## config.mk

```make
export PLATFORM = sky130hd
export DESIGN_NAME = avr_fetch
export DESIGN_NICKNAME = d
export VERILOG_FILES = /design/src/rtl/avr_pkg.sv /design/src/rtl/avr_fetch_fifo.sv /design/src/rtl/avr_fetch.sv
export SDC_FILE = /design/constraint.sdc
export NUM_CORES = 1
export LEC_CHECK = 0
export BUFFER_PORTS_ARGS = -buffer_cell sky130_fd_sc_hd__buf_2
export CAP_MARGIN = 10
export CORE_MARGIN = 4
export CORE_UTILIZATION = 50
export CTS_BUF_LIST = sky130_fd_sc_hd__clkbuf_4 sky130_fd_sc_hd__clkbuf_8
export CTS_CLUSTER_DIAMETER = 50
export DETAILED_ROUTE_END_ITERATION = 8
export GPL_ROUTABILITY_DRIVEN = 0
export PLACE_DENSITY_LB_ADDON = 0.2
export SLEW_MARGIN = 20
export SYNTH_ARGS = -nofsm -noshare
export SYNTH_HDL_FRONTEND = slang
export SYNTH_HIERARCHICAL = 1
export SYNTH_SLANG_ARGS = --single-unit
```

## constraint.sdc

```tcl
create_clock -name clock -period 2.7 [get_ports clock]
set_input_delay 0.54 -clock clock [delete_from_list [all_inputs] [get_ports clock]]
set_output_delay 0.54 -clock clock [all_outputs]
set_load 0.05 [all_outputs]
```

## src/rtl/avr_pkg.sv

```systemverilog
// avr_pkg: shared definitions for the AVR instruction fetch stage.
//   - opcode masks/values that identify 32-bit (two-word) instructions
//   - is_wide(): classifies a first opcode word as 32-bit
//   - fetch_entry_t: one prefetch buffer entry {word, pc}
package avr_pkg;

    // LDS/STS: 1001 00xd dddd 0000
    localparam logic [15:0] WIDE_LDS_MASK = 16'hFC0F;
    localparam logic [15:0] WIDE_LDS_VAL  = 16'h9000;
    // JMP/CALL: 1001 010k kkkk 11xk
    localparam logic [15:0] WIDE_JMP_MASK = 16'hFE0C;
    localparam logic [15:0] WIDE_JMP_VAL  = 16'h940C;

    typedef struct packed {
        logic [15:0] word;
        logic [15:0] pc;
    } fetch_entry_t;

    function automatic logic is_wide(input logic [15:0] w);
        return ((w & WIDE_LDS_MASK) == WIDE_LDS_VAL) ||
               ((w & WIDE_JMP_MASK) == WIDE_JMP_VAL);
    endfunction

endpackage

```

## src/rtl/avr_fetch_fifo.sv

```systemverilog
// avr_fetch_fifo: tagged prefetch FIFO of {word, pc} entries.
// Ports:
//   i_clock, i_reset   clock, synchronous active-high reset
//   i_push, i_data     append one entry
//   i_pop1, i_pop2     remove one / two entries from the head
//   i_flush            empty the FIFO (wins over push and pop)
//   o_count            occupancy 0..DEPTH
//   o_head             entry at the head
//   o_next_word        opcode word of the entry behind the head
// DEPTH must be a power of two >= 2 so the pointers wrap naturally.
module avr_fetch_fifo
    import avr_pkg::*;
#(
    parameter int DEPTH = 4
) (
    input  logic                   i_clock,
    input  logic                   i_reset,
    input  logic                   i_push,
    input  fetch_entry_t           i_data,
    input  logic                   i_pop1,
    input  logic                   i_pop2,
    input  logic                   i_flush,
    output logic [$clog2(DEPTH):0] o_count,
    output fetch_entry_t           o_head,
    output logic [15:0]            o_next_word
);

    localparam int AW = $clog2(DEPTH);

    fetch_entry_t  r_mem [DEPTH];
    logic [AW-1:0] r_rd_ptr;
    logic [AW-1:0] r_wr_ptr;
    logic [AW:0]   r_count;
    logic [AW:0]   w_pop_n;
    logic [AW-1:0] w_next_ptr;

    always_comb begin
        w_pop_n = '0;
        if (i_pop2)
            w_pop_n = (AW+1)'(2);
        else if (i_pop1)
            w_pop_n = (AW+1)'(1);
    end

    // NOTE: sequential state uses non-blocking assignments so every register
    // samples pre-edge values regardless of statement order.
    always_ff @(posedge i_clock) begin
        if (i_reset || i_flush) begin
            r_rd_ptr <= '0;
            r_wr_ptr <= '0;
            r_count  <= '0;
        end else begin
            if (i_push)
                r_wr_ptr <= r_wr_ptr + AW'(1);
            // A pop of 2 at DEPTH=2 truncates to 0, which is the correct wrap.
            r_rd_ptr <= r_rd_ptr + w_pop_n[AW-1:0];
            r_count  <= r_count + {{AW{1'b0}}, i_push} - w_pop_n;
        end
    end

    // NOTE: the storage array is deliberately not reset; occupancy is tracked
    // by r_count, so stale contents are never observed as valid.
    always_ff @(posedge i_clock) begin
        if (i_push && !i_reset && !i_flush)
            r_mem[r_wr_ptr] <= i_data;
    end

    assign w_next_ptr  = r_rd_ptr + AW'(1);
    assign o_count     = r_count;
    assign o_head      = r_mem[r_rd_ptr];
    assign o_next_word = r_mem[w_next_ptr].word;

endmodule

```

## src/rtl/avr_fetch.sv

```systemverilog
// avr_fetch: instruction fetch stage between synchronous program flash and
// AVR decode. Generates flash word addresses, keeps prefetched words in a
// tagged FIFO and presents one complete instruction per cycle.
// Ports:
//   clock, reset        clock, synchronous active-high reset
//   flash_addr          word address to flash (pc_target while pc_load)
//   flash_data          flash word, valid one cycle after its address
//   pc_load, pc_target  redirect strobe and target word address
//   ir_ready            decode accepts the presented instruction
//   ir_valid            ir/ir2/ir_pc/wide hold a complete instruction
//   ir, ir2, ir_pc      first word, second word (0 if narrow), address of ir
//   wide                presented instruction is 32-bit
// Build option: define AVR_FETCH_WIDE_EN to deliver 32-bit opcodes as one
// atomic instruction; otherwise every word is presented as narrow.
module avr_fetch
    import avr_pkg::*;
#(
    parameter int DEPTH = 4
) (
    input  logic        clock,
    input  logic        reset,
    output logic [15:0] flash_addr,
    input  logic [15:0] flash_data,
    input  logic        pc_load,
    input  logic [15:0] pc_target,
    input  logic        ir_ready,
    output logic        ir_valid,
    output logic [15:0] ir,
    output logic [15:0] ir2,
    output logic [15:0] ir_pc,
    output logic        wide
);

    localparam int CW = $clog2(DEPTH) + 1;

    logic [15:0]   r_fetch_ptr;
    logic          r_inflight;
    logic [15:0]   r_tag;

    logic [CW-1:0] w_count;
    fetch_entry_t  w_head;
    fetch_entry_t  w_push_data;
    logic [15:0]   w_next_word;
    logic          w_issue;
    logic          w_capture;
    logic          w_head_wide;
    logic          w_accept;

    assign flash_addr = reset ? 16'h0000 : (pc_load ? pc_target : r_fetch_ptr);

    // Credit check counts the read in flight but not a same-cycle pop, so a
    // response always has a free slot when it lands.
    assign w_issue = !reset &&
                     (pc_load || ((int'(w_count) + int'(r_inflight)) < DEPTH));

    always_ff @(posedge clock) begin
        if (reset) begin
            r_fetch_ptr <= 16'h0000;
            r_inflight  <= 1'b0;
            r_tag       <= 16'h0000;
        end else begin
            r_inflight <= w_issue;
            if (w_issue) begin
                r_fetch_ptr <= flash_addr + 16'd1;
                r_tag       <= flash_addr;
            end
        end
    end

    // A redirect cancels the response of the read issued last cycle.
    assign w_capture   = r_inflight && !pc_load;
    assign w_push_data = '{word: flash_data, pc: r_tag};

`ifdef AVR_FETCH_WIDE_EN
    assign w_head_wide = is_wide(w_head.word);
`else
    assign w_head_wide = 1'b0;
`endif

    // NOTE: every signal written here gets a default first, so no branch can
    // leave it unassigned and infer a latch.
    always_comb begin
        ir_valid = 1'b0;
        ir       = 16'h0000;
        ir2      = 16'h0000;
        ir_pc    = 16'h0000;
        wide     = 1'b0;
        if (w_count != '0) begin
            ir    = w_head.word;
            ir_pc = w_head.pc;
            wide  = w_head_wide;
            if (!w_head_wide) begin
                ir_valid = 1'b1;
            end else if (w_count >= CW'(2)) begin
                ir_valid = 1'b1;
                ir2      = w_next_word;
            end
        end
    end

    assign w_accept = ir_valid && ir_ready && !pc_load;

    avr_fetch_fifo #(.DEPTH(DEPTH)) u_fifo (
        .i_clock     (clock),
        .i_reset     (reset),
        .i_push      (w_capture),
        .i_data      (w_push_data),
        .i_pop1      (w_accept && !w_head_wide),
        .i_pop2      (w_accept && w_head_wide),
        .i_flush     (pc_load),
        .o_count     (w_count),
        .o_head      (w_head),
        .o_next_word (w_next_word)
    );

endmodule

```

==> summary.md <==
| Metric | Value |
|---|---|
| Total CTS buffers | `17` |
| # resized after CTS | `0` |
| Htree depth | `4` |
| Reg2Reg Depth | `10` |
| Vias per cell | `between 5 and 6` |
| Startpoint class of the critical path | `register` |
| Total Nets Final | `635` |
| Antenna Nets Post-Route | `0` |
| First-pass GRT wire length | `~22000 um` |
| CTS Hold Bufs | `0` |
| Status | `complete, no violations` |
| Hold path start | `flash_data[0]` |
| Flop2flop setup slack | `500 ps` |
| Fin util | `59.8%` |
| Final period util | `a little over nine tenths` |
| Critical path fanouts, max | `6` |
| Peak VDD IR | `about 0.0003 V` |
| Skew final | `about 9.6 ps` |
| Total track usage | `16.8%` |
| Tmin final | `2530 ps` |
| CTS Root Cell | `clkbuf_8` |
| Synthesized area per cell | `about 15 um2` |
| Sink Count | `around 170` |
| Std-Cell Rows | `between 40 and 50` |
| Final Total Pwr | `5650 uW` |
| I/O pin cnt | `102` |
| Synthesized area | `7260 um2` |
| Hold Vio Cnt, Final | `0` |
| Max Clk Rate | `0.395 GHz` |
| Hold Path End | `u_fifo/r_mem[0][16]` |
| Grt ovf | `0` |
| Largest net degree at the start of global routing | `38` |
| Vias in the first global route | `around 4200` |
| Clock-pin slew on the worst setup and hold paths | `80 ps` |
| Min-delay worst type | `input port to register` |
| I/O Buffers | `84` |
| Hpwl dp | `~9000 um` |
| Chip height | `around 130 um` |
| Full die area | `between 15000 and 20000 um2` |
| Placed Area | `between 7000 and 8000 um2` |
| DR pass1 iterations | `4` |
| WHS Path Cells | `1` |
| Pins over their slew limit | `0` |
| Worst slack, placed | `between 200 and 250 ps` |
| CP Class | `register to output port` |
| Leakage | `0.00312 uW` |
| Max Cap Viol | `0` |
| Clock Latency Late Sink | `~430 ps` |
| Drt wl/cell | `around 17 um` |
| Initial antenna violation count | `0` |
| Worst Path Required | `~2200 ps` |
| Fin Setup TNS | `0 ps` |
| FF-to-FF End | `u_fifo/o_count[2]` |
| Vias post-DR | `4140` |
| CTS tree | `done` |
| Worst endpoint data arrival time | `approximately 2000 ps` |
| Mapped Cells | `between 400 and 500` |
| Number of antenna diodes | `0` |
| WL final | `~13000 um` |
| Remaining DRCs | `0` |
| Final cell area excluding filler cells | `~8400 um2` |
| Layout area overhead | `15.7%` |
| Final setup violation count | `0` |
| R2r startpoint | `u_fifo/o_count[0]` |
| Core ar. | `~14000 um2` |
| Crit end category | `output port` |
| DRT iter0 DRCs | `approximately 230` |
| Setup bufs post-CTS | `0` |
| Count of warnings emitted by yosys | `6` |
| Starting Density | `51.7%` |
| Setup ws final | `168 ps` |
| Largest buffer count on any clock path | `2` |
| Power Density | `roughly 670 nW/um2` |
| Die width | `about 130 um` |
| RSZ-0062 raised after global routing | `false` |
| Share of cells above drive strength 1 | `between 30 and 40%` |
registers in the layout, summed over array words and instances, names as in the netlist:
register         cells
u_fifo/r_rd_ptr      2
u_fifo/o_count       3
u_fifo/r_mem       128
r_fetch_ptr         16
r_inflight           1
r_tag               16
u_fifo/r_wr_ptr      2
layer usage:
metal  wire length [um]  up-vias  share of wire [%]  GRT usage (%)
met1               6060     2028                 46           22.8
met5                  0        -                  0              0
met2               6420      109                 48           26.8
li1                   -     1990                  -              -
met3                611       13                4.6           4.23
met4                168        0                1.3           5.62
through the flow:
stage,instances,hold WS [ps]
floorplan,516,444
global placement,752,458
detailed placement,752,464
CTS,784,289
global route,784,280
finish,784,321
placed cells by master (no fill, tap or decap), types with 18 or more instances in the layout:
master and n:
mux4_2 29, mux2i_1 18, a21oi_1 25, buf_2 84, edfxtp_1 128, conb_1 20, clkbuf_8 21, nor2_1 37
dfxtp_1 38, nand2_1 45, nor2b_1 33
worst max-delay path by stage:
stage / end / startpoint / slack [ps] / cells past startpoint
global placement: r_fetch_ptr[12] / pc_load / 310 / 9
detailed placement: r_fetch_ptr[12] / pc_load / 210 / 9
global route: ir_pc[15] / u_fifo/r_rd_ptr[0] / 40 / 4
CTS: ir[12] / u_fifo/r_rd_ptr[1] / 80 / 4
floorplan: r_fetch_ptr[10] / pc_load / -100 / 11
finish: ir_pc[15] / u_fifo/r_rd_ptr[0] / 170 / 4
cell type report:
class	instances	area (um2)
Fill cell	1124	5640
Inverter	6	22.5
Multi-Input combinational cell	294	2380
Clock buffer	24	312
Sequential cell	168	4650
Clock inverter	8	190
Timing Repair Buffer	104	624
Tap cell	180	225
worst max-delay path: stages (launching register included):
cell	delay (ps)
dfxtp_2	440
buf_4	220
mux4_2	510
nor2b_1	160
buf_2	230
where the power goes:
part	total, uW	leakage, uW	internal, uW	switching [uW]
sequential	2850	0.00152	2810	37.7
combinational	661	0.00134	183	478
clock	2140	0.000257	1320	816
No activity file was read; power rests on OpenSTA's default activity.
